--- src/rtl/lfsr_chk_pkg.sv ---
// Shared definitions for the multi-channel LFSR checker.
//   lock_state_t  : per-lane lock FSM state (HUNT / LOCKED)
//   LFSR_MAX_W    : widest LFSR word lfsr_next() can handle
//   DEFAULT_POLY  : x^32 + x^22 + x^2 + x + 1 tap mask
//   lfsr_next()   : next word of a Fibonacci LFSR, width given at call time
package lfsr_chk_pkg;

  typedef enum logic {
    HUNT   = 1'b0,
    LOCKED = 1'b1
  } lock_state_t;

  localparam int LFSR_MAX_W = 64;

  localparam logic [31:0] DEFAULT_POLY = 32'h8020_0003;

  // next(d) = {d[width-2:0], ^(d & poly)}, computed at LFSR_MAX_W bits and
  // masked back to 'width' so one function serves every lane width.
  function automatic logic [LFSR_MAX_W-1:0] lfsr_next(
    input logic [LFSR_MAX_W-1:0] data,
    input logic [LFSR_MAX_W-1:0] poly,
    input int                    width
  );
    logic [LFSR_MAX_W-1:0] mask;
    logic                  fb;
    mask = {LFSR_MAX_W{1'b1}} >> (LFSR_MAX_W - width);
    fb   = ^(data & poly & mask);
    return ((data << 1) | {{(LFSR_MAX_W-1){1'b0}}, fb}) & mask;
  endfunction

endpackage

--- src/rtl/lfsr_checker_lane.sv ---
// One checker lane: prediction/compare stage, lock FSM and error counter.
// Ports:
//   clk, reset     clock, asynchronous active-high reset
//   clear          synchronous pulse: zero err_count and err only
//   valid, datain  qualified LFSR word
//   state          lock FSM state (debug view; LOCKED drives 'locked' at top)
//   err            sticky error flag
//   err_count      saturating count of mismatches seen while LOCKED
//
// Handshake: valid is a pure qualifier with no ready/back-pressure. A word is
// consumed on every clock edge where valid=1; cycles with valid=0 are ignored
// entirely, so gaps in the stream are transparent.
//
// Timing: a word sampled at edge N is compared there and the result is
// registered (beat_q/hit_q/zero_q); the FSM and counters act on it at edge N+1.
module lfsr_checker_lane
  import lfsr_chk_pkg::*;
#(
  parameter int               WIDTH    = 32,
  parameter logic [WIDTH-1:0] POLY     = WIDTH'(DEFAULT_POLY),
  parameter int               LOCK_CNT = 16,
  parameter int               LOSS_CNT = 8,
  parameter int               CNT_W    = 16
) (
  input  logic             clk,
  input  logic             reset,
  input  logic             clear,
  input  logic             valid,
  input  logic [WIDTH-1:0] datain,
  output lock_state_t      state,
  output logic             err,
  output logic [CNT_W-1:0] err_count
);

  localparam int RUN_W  = $clog2(LOCK_CNT + 1);
  localparam int MISS_W = $clog2(LOSS_CNT + 1);
  localparam logic [CNT_W-1:0]  CNT_MAX  = '1;
  localparam logic [RUN_W-1:0]  RUN_LAST = RUN_W'(LOCK_CNT - 1);
  localparam logic [MISS_W-1:0] MISS_LAST = MISS_W'(LOSS_CNT - 1);

  // ---------------------------------------------------------------- compare
  logic [WIDTH-1:0] pred_q;
  logic             pred_valid_q;
  logic [WIDTH-1:0] pred_next;
  logic             beat_q;   // a valid word arrived with a prediction to test
  logic             hit_q;    // that word equalled the prediction
  logic             zero_q;   // that word was all-zero

  // The prediction always re-seeds from the latest word, so a lane
  // resynchronises by itself after any corruption.
  assign pred_next = WIDTH'(lfsr_next(LFSR_MAX_W'(datain), LFSR_MAX_W'(POLY), WIDTH));

  always_ff @(posedge clk or posedge reset) begin
    if (reset) begin
      pred_q       <= '0;
      pred_valid_q <= 1'b0;
      beat_q       <= 1'b0;
      hit_q        <= 1'b0;
      zero_q       <= 1'b0;
    end else begin
      beat_q <= valid && pred_valid_q;
      hit_q  <= (datain == pred_q);
      zero_q <= (datain == '0);
      if (valid) begin
        pred_q       <= pred_next;
        pred_valid_q <= 1'b1;
      end
    end
  end

  // ------------------------------------------------------------- lock FSM
  lock_state_t       state_q, state_d;
  logic [RUN_W-1:0]  run_q, run_d;
  logic [MISS_W-1:0] miss_q, miss_d;
  logic              err_q, err_d;
  logic [CNT_W-1:0]  cnt_q, cnt_d;
  logic              err_evt;

  always_ff @(posedge clk or posedge reset) begin
    if (reset) begin
      state_q <= HUNT;
      run_q   <= '0;
      miss_q  <= '0;
      err_q   <= 1'b0;
      cnt_q   <= '0;
    end else begin
      state_q <= state_d;
      run_q   <= run_d;
      miss_q  <= miss_d;
      err_q   <= err_d;
      cnt_q   <= cnt_d;
    end
  end

  always_comb begin
    state_d = state_q;
    run_d   = run_q;
    miss_d  = miss_q;
    err_evt = 1'b0;
    if (beat_q) begin
      case (state_q)
        HUNT: begin
          // All-zero is the LFSR lock-up word: it predicts itself, so it must
          // never build up a lock.
          if (hit_q && !zero_q) begin
            if (run_q == RUN_LAST) begin
              state_d = LOCKED;
              run_d   = '0;
            end else begin
              run_d = run_q + RUN_W'(1);
            end
          end else begin
            run_d = '0;
          end
        end
        LOCKED: begin
          if (hit_q) begin
            miss_d = '0;
          end else begin
            err_evt = 1'b1;
            if (miss_q == MISS_LAST) begin
              state_d = HUNT;
              miss_d  = '0;
            end else begin
              miss_d = miss_q + MISS_W'(1);
            end
          end
        end
        default: state_d = HUNT;
      endcase
    end
  end

  // clear takes effect first; an error on the same edge still counts.
  always_comb begin
    cnt_d = cnt_q;
    err_d = err_q;
    if (clear) begin
      cnt_d = err_evt ? CNT_W'(1) : '0;
      err_d = err_evt;
    end else if (err_evt) begin
      err_d = 1'b1;
      if (cnt_q != CNT_MAX) cnt_d = cnt_q + CNT_W'(1);
    end
  end

  assign state     = state_q;
  assign err       = err_q;
  assign err_count = cnt_q;

endmodule

--- src/rtl/lfsr_checker_mc.sv ---
// Multi-channel PRBS/LFSR checker: CHANNELS independent lanes that each
// self-synchronise to an LFSR word stream, lock after LOCK_CNT matches and
// count errors while locked.
// Ports:
//   clk        single clock
//   reset      asynchronous active-high reset
//   clear      synchronous pulse: zero err_count and err on every lane
//   valid      per-lane data qualifier
//   datain     lane n at [n*WIDTH +: WIDTH]
//   locked     lane n is in LOCKED
//   err        sticky per-lane error flag
//   err_any    OR of err
//   err_count  saturating per-lane count, lane n at [n*CNT_W +: CNT_W]
// WIDTH must lie in 8..LFSR_MAX_W.
module lfsr_checker_mc
  import lfsr_chk_pkg::*;
#(
  parameter int               CHANNELS = 4,
  parameter int               WIDTH    = 32,
  parameter logic [WIDTH-1:0] POLY     = WIDTH'(DEFAULT_POLY),
  parameter int               LOCK_CNT = 16,
  parameter int               LOSS_CNT = 8,
  parameter int               CNT_W    = 16
) (
  input  logic                      clk,
  input  logic                      reset,
  input  logic                      clear,
  input  logic [CHANNELS-1:0]       valid,
  input  logic [CHANNELS*WIDTH-1:0] datain,
  output logic [CHANNELS-1:0]       locked,
  output logic [CHANNELS-1:0]       err,
  output logic                      err_any,
  output logic [CHANNELS*CNT_W-1:0] err_count
);

  lock_state_t lane_state [CHANNELS];

  for (genvar n = 0; n < CHANNELS; n++) begin : g_lane
    lfsr_checker_lane #(
      .WIDTH    (WIDTH),
      .POLY     (POLY),
      .LOCK_CNT (LOCK_CNT),
      .LOSS_CNT (LOSS_CNT),
      .CNT_W    (CNT_W)
    ) u_lane (
      .clk       (clk),
      .reset     (reset),
      .clear     (clear),
      .valid     (valid[n]),
      .datain    (datain[n*WIDTH +: WIDTH]),
      .state     (lane_state[n]),
      .err       (err[n]),
      .err_count (err_count[n*CNT_W +: CNT_W])
    );
    assign locked[n] = (lane_state[n] == LOCKED);
  end

  assign err_any = |err;

endmodule
--- config.mk ---
export PLATFORM = sky130hd
export DESIGN_NAME = lfsr_checker_mc
export DESIGN_NICKNAME = d
export VERILOG_FILES = /design/src/rtl/lfsr_chk_pkg.sv /design/src/rtl/lfsr_checker_lane.sv /design/src/rtl/lfsr_checker_mc.sv
export SDC_FILE = /design/constraint.sdc
export NUM_CORES = 1
export LEC_CHECK = 0
export BUFFER_PORTS_ARGS = -buffer_cell sky130_fd_sc_hd__buf_2
export CORE_MARGIN = 4
export CORE_UTILIZATION = 40
export DETAILED_ROUTE_END_ITERATION = 8
export PLACE_DENSITY = 0.64
export SYNTH_ARGS = -nofsm -noshare
export SYNTH_HDL_FRONTEND = slang
export SYNTH_SLANG_ARGS = --single-unit
--- constraint.sdc ---
create_clock -name clk -period 11.3 [get_ports clk]
set_input_delay 1.13 -clock clk [delete_from_list [all_inputs] [get_ports clk]]
set_output_delay 1.13 -clock clk [all_outputs]
set_load 0.01 [all_outputs]
==> impl_metrics.yaml, run 1 <==
timing:
  worst_pin_slew_ns: 0.961
  maxSlewViolCount: 0
  fin_crit_sh: 0.261
  setup_viol: 0
  setup_tns_ns: 0
  rsz0062_at_grt: "false"
  max_slew_margin: 0.360
  fmax_mhz: 339
  hold_viol: 0
  period_minus_slack_ns: 2.95
  worst_slack_ns: 8.35
  fin_skew_ns: 0.00781
logic_synthesis:
  seq_area_frac_synth: 0.499
  syn_area_sq_um: 12600
  synth_top_cell_area_share: 0.499
  yosysMostFrequentCell: "dfrtp_1"
  synthCells: 1143
  synthArstFlopShare: 1.00
  yosys_register_bits: 252
  synthTopCellsByCount: "dfrtp_1 (252), xor2_1 (150), mux2_2 (128)"
  synth_edf_count: 0
  synth_area_per_cell_sq_um: 11.1
  netlist-cell-type-count: 57
  synth_top_area_cell: "dfrtp_1"
  synth_area_leaders: "dfrtp_1 (50%), mux2_2 (11%), xor2_1 (10%)"
  yosys_warnings: 0
  ys_dominant_reg_cell: "dfrtp_1"
  synth_nets: 1294
layout:
  syn2layout_area_growth_pct: 18.4
  nets: 1495
  antenna_cells: 0
  fillCellCount: 2845
  drive_gt1_frac: 0.292
route:
  firstDrtPassIters: 4
  drt-initial-drc-count: 530
  drc: 0
  vias_per_cell: 5.26
  wl_microns: 29500
  via_count: 9270
  routedWlPerCell_microns: 16.7
  ant_nets: 0
global_routing:
  first_global_vias: 9163
  grt_usage: 0.167
  antenna_found_initial: 0
  grt_max_degree: 133
  grt_pass1_wl_microns: 47900
  grt_remaining_overflow: 0
die:
  fp-row-count: 64
  die_y_microns: 186
  die_w_microns: 186
  ios: 208
  die_area_sq_um: 34500
  core_area_sq_um: 30900
  start_util: 0.409
worst_setup_path:
  crit_family: "buffers and inverters"
  slowest_delay_ns: 0.55
  criticalPathCategory: "in -> reg"
  crit_path_start_kind: "primary input"
  worst_setup_path_end_kind: "flop"
  crit_chain: "buf_2, buf_4, inv_1, nand4_1, or2_1, nand2_1, o41ai_1"
  slowest_stage: "buf_4"
  critical_path_required_ns: 11.71
  path_buf_inv: 3
  arrival_ns: 3.36
  path_max_fanout: 65
clocking:
  clockRootBuffer: "clkbuf_16"
  cts_buffers: 29
  post_cts_resized: 0
  clkSinkCount: 252
  clk_pin_slew_ns: 0.05
  clock_latency_ns: 0.54
  hold_buffers: 0
  cts_max_path_buffers: 3
  cts_tree: "built"
  cts_max_level: 1
  postCtsSetupBuffers: 0
placement:
  dp_hpwl_microns: 21200
  gp_congestion: 0.869
  dp_slack_ns: 7.81
  port_buffers: 207
run_status:
  status: "finished, final reports clean"
min_path:
  hold_path.class: "reg -> reg"
power:
  p_leak_nw: 6.77
  power_density_nw_per_um2: 142
  ir_worst_vdd_uv: 93.8
flow_run:
  cap_viol_max_count: 0
==> flip-flops by register name, summed over array words and instances, names as in the netlist <==
register and flops:
g_lane.u_lane.beat_q 4, g_lane.u_lane.err 4, g_lane.u_lane.err_count 64, g_lane.u_lane.hit_q 4
g_lane.u_lane.miss_q 16, g_lane.u_lane.pred_q 128, g_lane.u_lane.pred_valid_q 4, g_lane.u_lane.run_q 20
g_lane.u_lane.state 4, g_lane.u_lane.zero_q 4
==> power by group <==
part           total, mW  switching [mW]  internal, mW
clock network      0.933           0.366         0.567
logic              0.203           0.105        0.0981
registers          0.986          0.0337         0.952
==> placed cells by master, fill, tap and decap left out, types with 3 or more instances in the layout <==
cell       count
a21o_1         4
nor3_1        12
a21oi_1       22
a31oi_1       12
or2_2          4
clkbuf_8       8
mux2_2       128
nand2b_1      15
nand3b_1       5
and4_1         9
o31ai_1       11
clkbuf_1       8
nor2_1        75
o21ai_0       57
clkinv_2       5
nand2_1       76
o21a_1         4
ha_1          16
mux2i_1        9
nand3_1       37
dfrtp_1      252
nand4_1       28
and3_1        12
nor4_1        66
and3b_1        3
nor4b_1       10
or3_1          4
xor2_1       150
clkbuf_16     29
nand4_2        3
inv_1         18
nor2b_1        5
buf_4          3
buf_2        207
and2_1         5
xnor2_1       23
==> layer usage <==
metal / share of wire / wire length [microns] / vias to the layer above / global-route usage
met2: 0.46 / 13700 / 202 / 0.265
met4: 0.011 / 326 / 0 / 0.0286
met1: 0.47 / 13900 / 4540 / 0.246
met3: 0.055 / 1620 / 29 / 0.0287
li1: - / - / 4499 / -
met5: 0 / 0 / - / 0
==> kinds of logic (layout without fill, tap and decap cells) <==
kind of cell | count (synthesis) | in the layout | share of synthesized area
AOI/OAI and AO/OA | 121 | 121 | 0.0556
xor gates and xnor gates | 173 | 173 | 0.120
adders and majority gates | 16 | 16 | 0.0158
buffers and inverters | 59 | 281 | 0.0204
DFF | 252 | 252 | 0.499
muxes | 137 | 137 | 0.121
and+or+nand+nor | 385 | 385 | 0.168
==> area by class of cell <==
cell class                 instances  area (sq um)  share of cell area
clock inverter                     7          85.1             0.00568
timing repair buffer             210          1060              0.0707
multi-input combinational        832          6080               0.406
clock buffer                      45           866              0.0578
tap                              396           495              0.0331
sequential                       252          6310               0.421
inverter                          19          78.8             0.00527
==> final timing paths <==
| path | slack (ns) | end | start | cells past startpoint |
|---|---|---|---|---|
| setup reg to reg | 9.23 | g_lane[0].u_lane.err_count[1] | g_lane[0].u_lane.err_count[0] | 6 |
| hold / removal | 0.46 | g_lane[2].u_lane.pred_valid_q | g_lane[2].u_lane.pred_valid_q | 1 |
| setup / recovery | 8.35 | g_lane[3].u_lane.err_count[4] | clear | 7 |
| hold reg to reg | 0.46 | g_lane[2].u_lane.pred_valid_q | g_lane[2].u_lane.pred_valid_q | 1 |
| max in group asynchronous | 8.89 | g_lane[1].u_lane.pred_q[17] | reset | 3 |
| min in group asynchronous | 0.76 | g_lane[3].u_lane.pred_q[5] | reset | 2 |
==> through the flow <==
step / cell area, sq um / utilization / power (mW) / std cells / hold WS [ns]
after floorplan: 12600 / - / 1.13 / 1143 / 0.428
final: 15000 / 0.484 / 2.12 / 1761 / 0.458
after global routing: 15000 / 0.484 / 2.22 / 1761 / 0.475
after global placement: 14000 / 0.453 / 1.20 / 1709 / 0.442
after CTS: 15000 / 0.484 / 2.15 / 1761 / 0.460
after detailed placement: 14000 / 0.453 / 1.21 / 1709 / 0.443
Power figures use the tool's default switching activity.
==> run 2: changes to the inputs <==
Settings changed: ABC_AREA set to 1, PLACE_DENSITY 0.64 to 0.63.
Clock period 11.3 ns to 2.9 ns, I/O delays scaled along.
==> run 2 against run 1 <==
Compared with the run above: core utilization is 0.11 points higher; via count grew 25%; sequential power rose to 3.9 times the previous value; die area rose by 8.6%; critical path type is now reg -> reg; critical endpoint is now g_lane[0].u_lane.err_count[4].
==> impl_metrics.yaml, run 2 <==
timing:
  maxSlewViolCount: 0
  hold_viol: 0
  fin_skew_ns: 0.0182
  setup_viol: 0
  worst_pin_slew_ns: 0.979
  setup_tns_ns: 0
  period_minus_slack_ns: 1.85
  fmax_mhz: 540
  fin_crit_sh: 0.639
  timing.hold.ws_ns: 0.0283
  worst_slack_ns: 1.05
  max_slew_margin: 0.346
  rsz0062_at_grt: "false"
worst_setup_path:
  criticalPathCategory: "reg -> reg"
  arrival_ns: 2.23
  worst_setup_path_end_kind: "flop"
  crit_path_start_kind: "flop"
  path_max_fanout: 25
  critical_path_required_ns: 3.27
clocking:
  clk_pin_slew_ns: 0.06
  postCtsSetupBuffers: 0
  clockRootBuffer: "clkbuf_16"
  clock_latency_ns: 0.50
  cts_tree: "built"
  clkSinkCount: 252
  cts_max_level: 2
  cts_max_path_buffers: 3
  post_cts_resized: 0
  cts_buffers: 34
die:
  die_y_microns: 194
  die_area_sq_um: 37500
  die_w_microns: 194
  core_area_sq_um: 33800
  fp-row-count: 67
  start_util: 0.408
  ios: 208
logic_synthesis:
  ys_dominant_reg_cell: "dfrtp_1"
  synth_top_area_cell: "dfrtp_1"
  synthTopCellsByCount: "nand2_1 (484), dfrtp_1 (252), inv_1 (165)"
  syn_area_sq_um: 13800
  synthArstFlopShare: 1.00
  synthCells: 1689
  yosys_warnings: 0
  synth_nets: 1840
  yosys_register_bits: 252
  synth_area_per_cell_sq_um: 8.16
  seq_area_frac_synth: 0.458
  synth_area_leaders: "dfrtp_1 (46%), nand2_1 (13%), xnor2_1 (4.8%)"
  synth_edf_count: 0
  yosysMostFrequentCell: "nand2_1"
  synth_top_cell_area_share: 0.458
  netlist-cell-type-count: 44
layout:
  regMostFlops: "g_lane.u_lane.pred_q"
  syn2layout_area_growth_pct: 19.0
  final_area_sq_um: 16400
  largest_reg_flops: 128
  final_common_cell: "nand2_1"
  drive_gt1_frac: 0.194
  post-route-util: 0.485
  final_cells: 2364
  nets: 2043
  fillCellCount: 3295
  layout_common_cells: "nand2_1 (484), dfrtp_1 (252), buf_2 (207)"
  antenna_cells: 0
route:
  ant_nets: 0
  firstDrtPassIters: 5
  drt-initial-drc-count: 513
  wl_microns: 33200
  routedWlPerCell_microns: 14.0
  vias_per_cell: 4.90
  drc: 0
  via_count: 11600
power:
  p_leak_nw: 7.86
  power_mw: 9.10
  power_density_nw_per_um2: 555
  ir_worst_vdd_uv: 338
global_routing:
  grt_pass1_wl_microns: 57100
  grt_remaining_overflow: 0
  antenna_found_initial: 0
  first_global_vias: 11700
  grt_max_degree: 80
  grt_usage: 0.177
placement:
  dp_slack_ns: 0.997
  gp_congestion: 0.883
  place_inst: 2303
  postPlaceCellArea_sq_um: 15200
  port_buffers: 207
  dp_hpwl_microns: 24100
flow_run:
  cap_viol_max_count: 0
min_path:
  hold_path.class: "in -> reg"
run_status:
  status: "finished, final reports clean"
[run 2: cell types whose count changed after synthesis, sizes merged, moves of 12 or more]
cell / delta
o21ai: +37
xor2: -95
nand2: +421
xnor2: +53
nand4: +12
inv: +153
nor4: -40
nand2b: -15
nand3: +57
nor2: +102
and3: -12
mux2: -86
[run 2: critical path: stages, from the launching register on]
cell	delay [ns]
dfrtp_1	0.49
nand2_1	0.16
inv_1	0.09
nand2_1	0.07
nor2_2	0.12
nand3_2	0.12
nand2_2	0.36
inv_1	0.17
nand2_1	0.09
o21ai_1	0.06
[run 2: path summary, 6_finish.rpt]
| check | end | slack (ns) | from | cells after the start |
|---|---|---|---|---|
| worst max-delay path | g_lane[0].u_lane.err_count[4] | 1.05 | g_lane[0].u_lane.err_count[5] | 9 |
| worst min-delay path | g_lane[3].u_lane.pred_q[7] | 0.03 | datain[102] | 3 |
| worst max register to register | g_lane[0].u_lane.err_count[4] | 1.05 | g_lane[0].u_lane.err_count[5] | 9 |
| worst min register to register | g_lane[2].u_lane.beat_q | 0.46 | g_lane[2].u_lane.pred_valid_q | 2 |
| max in group asynchronous | g_lane[2].u_lane.pred_q[5] | 1.51 | reset | 4 |
| min in group asynchronous | g_lane[1].u_lane.pred_q[23] | 0.42 | reset | 3 |
[run 2: cell families after synthesis]
family / after synthesis / synth area share
fa+ha+maj: 16 / 0.0145
mux: 42 / 0.0343
xor+xnor: 131 / 0.0832
compound gates: 161 / 0.0675
simple gates: 868 / 0.275
buf+inv: 219 / 0.0678
flops: 252 / 0.458
[run 2: layout make-up]
cell class              instances  area (sq um)  share of cell area
clock inverters                12           189              0.0115
multi-input cells            1218          6540               0.399
repair buffers                213          1120              0.0684
clock buffers                  48          1010              0.0619
flip-flops and latches        252          6310               0.385
well taps                     448           561              0.0342
inverters                     173           663              0.0404
[run 2: report_power, final]
part / switching [mW] / internal [mW]
registers: 0.123 / 3.69
logic: 0.473 / 0.366
clock network: 1.56 / 2.88
total: 2.16 / 6.94
[run 2: timing repair]
action                                  in CTS  in global routing
hold buffers                                 1                  0
hold endpoints to repair                    18                  0
endpoints found under the setup margin       0                  0
[run 2: per-layer routing]
metal | global-route usage | vias to the layer above | share of wire
li1 | - | 5853 | -
met1 | 0.248 | 5447 | 0.47
met2 | 0.287 | 239 | 0.46
met3 | 0.0295 | 44 | 0.052
met4 | 0.0451 | 0 | 0.021
met5 | 0 | - | 0
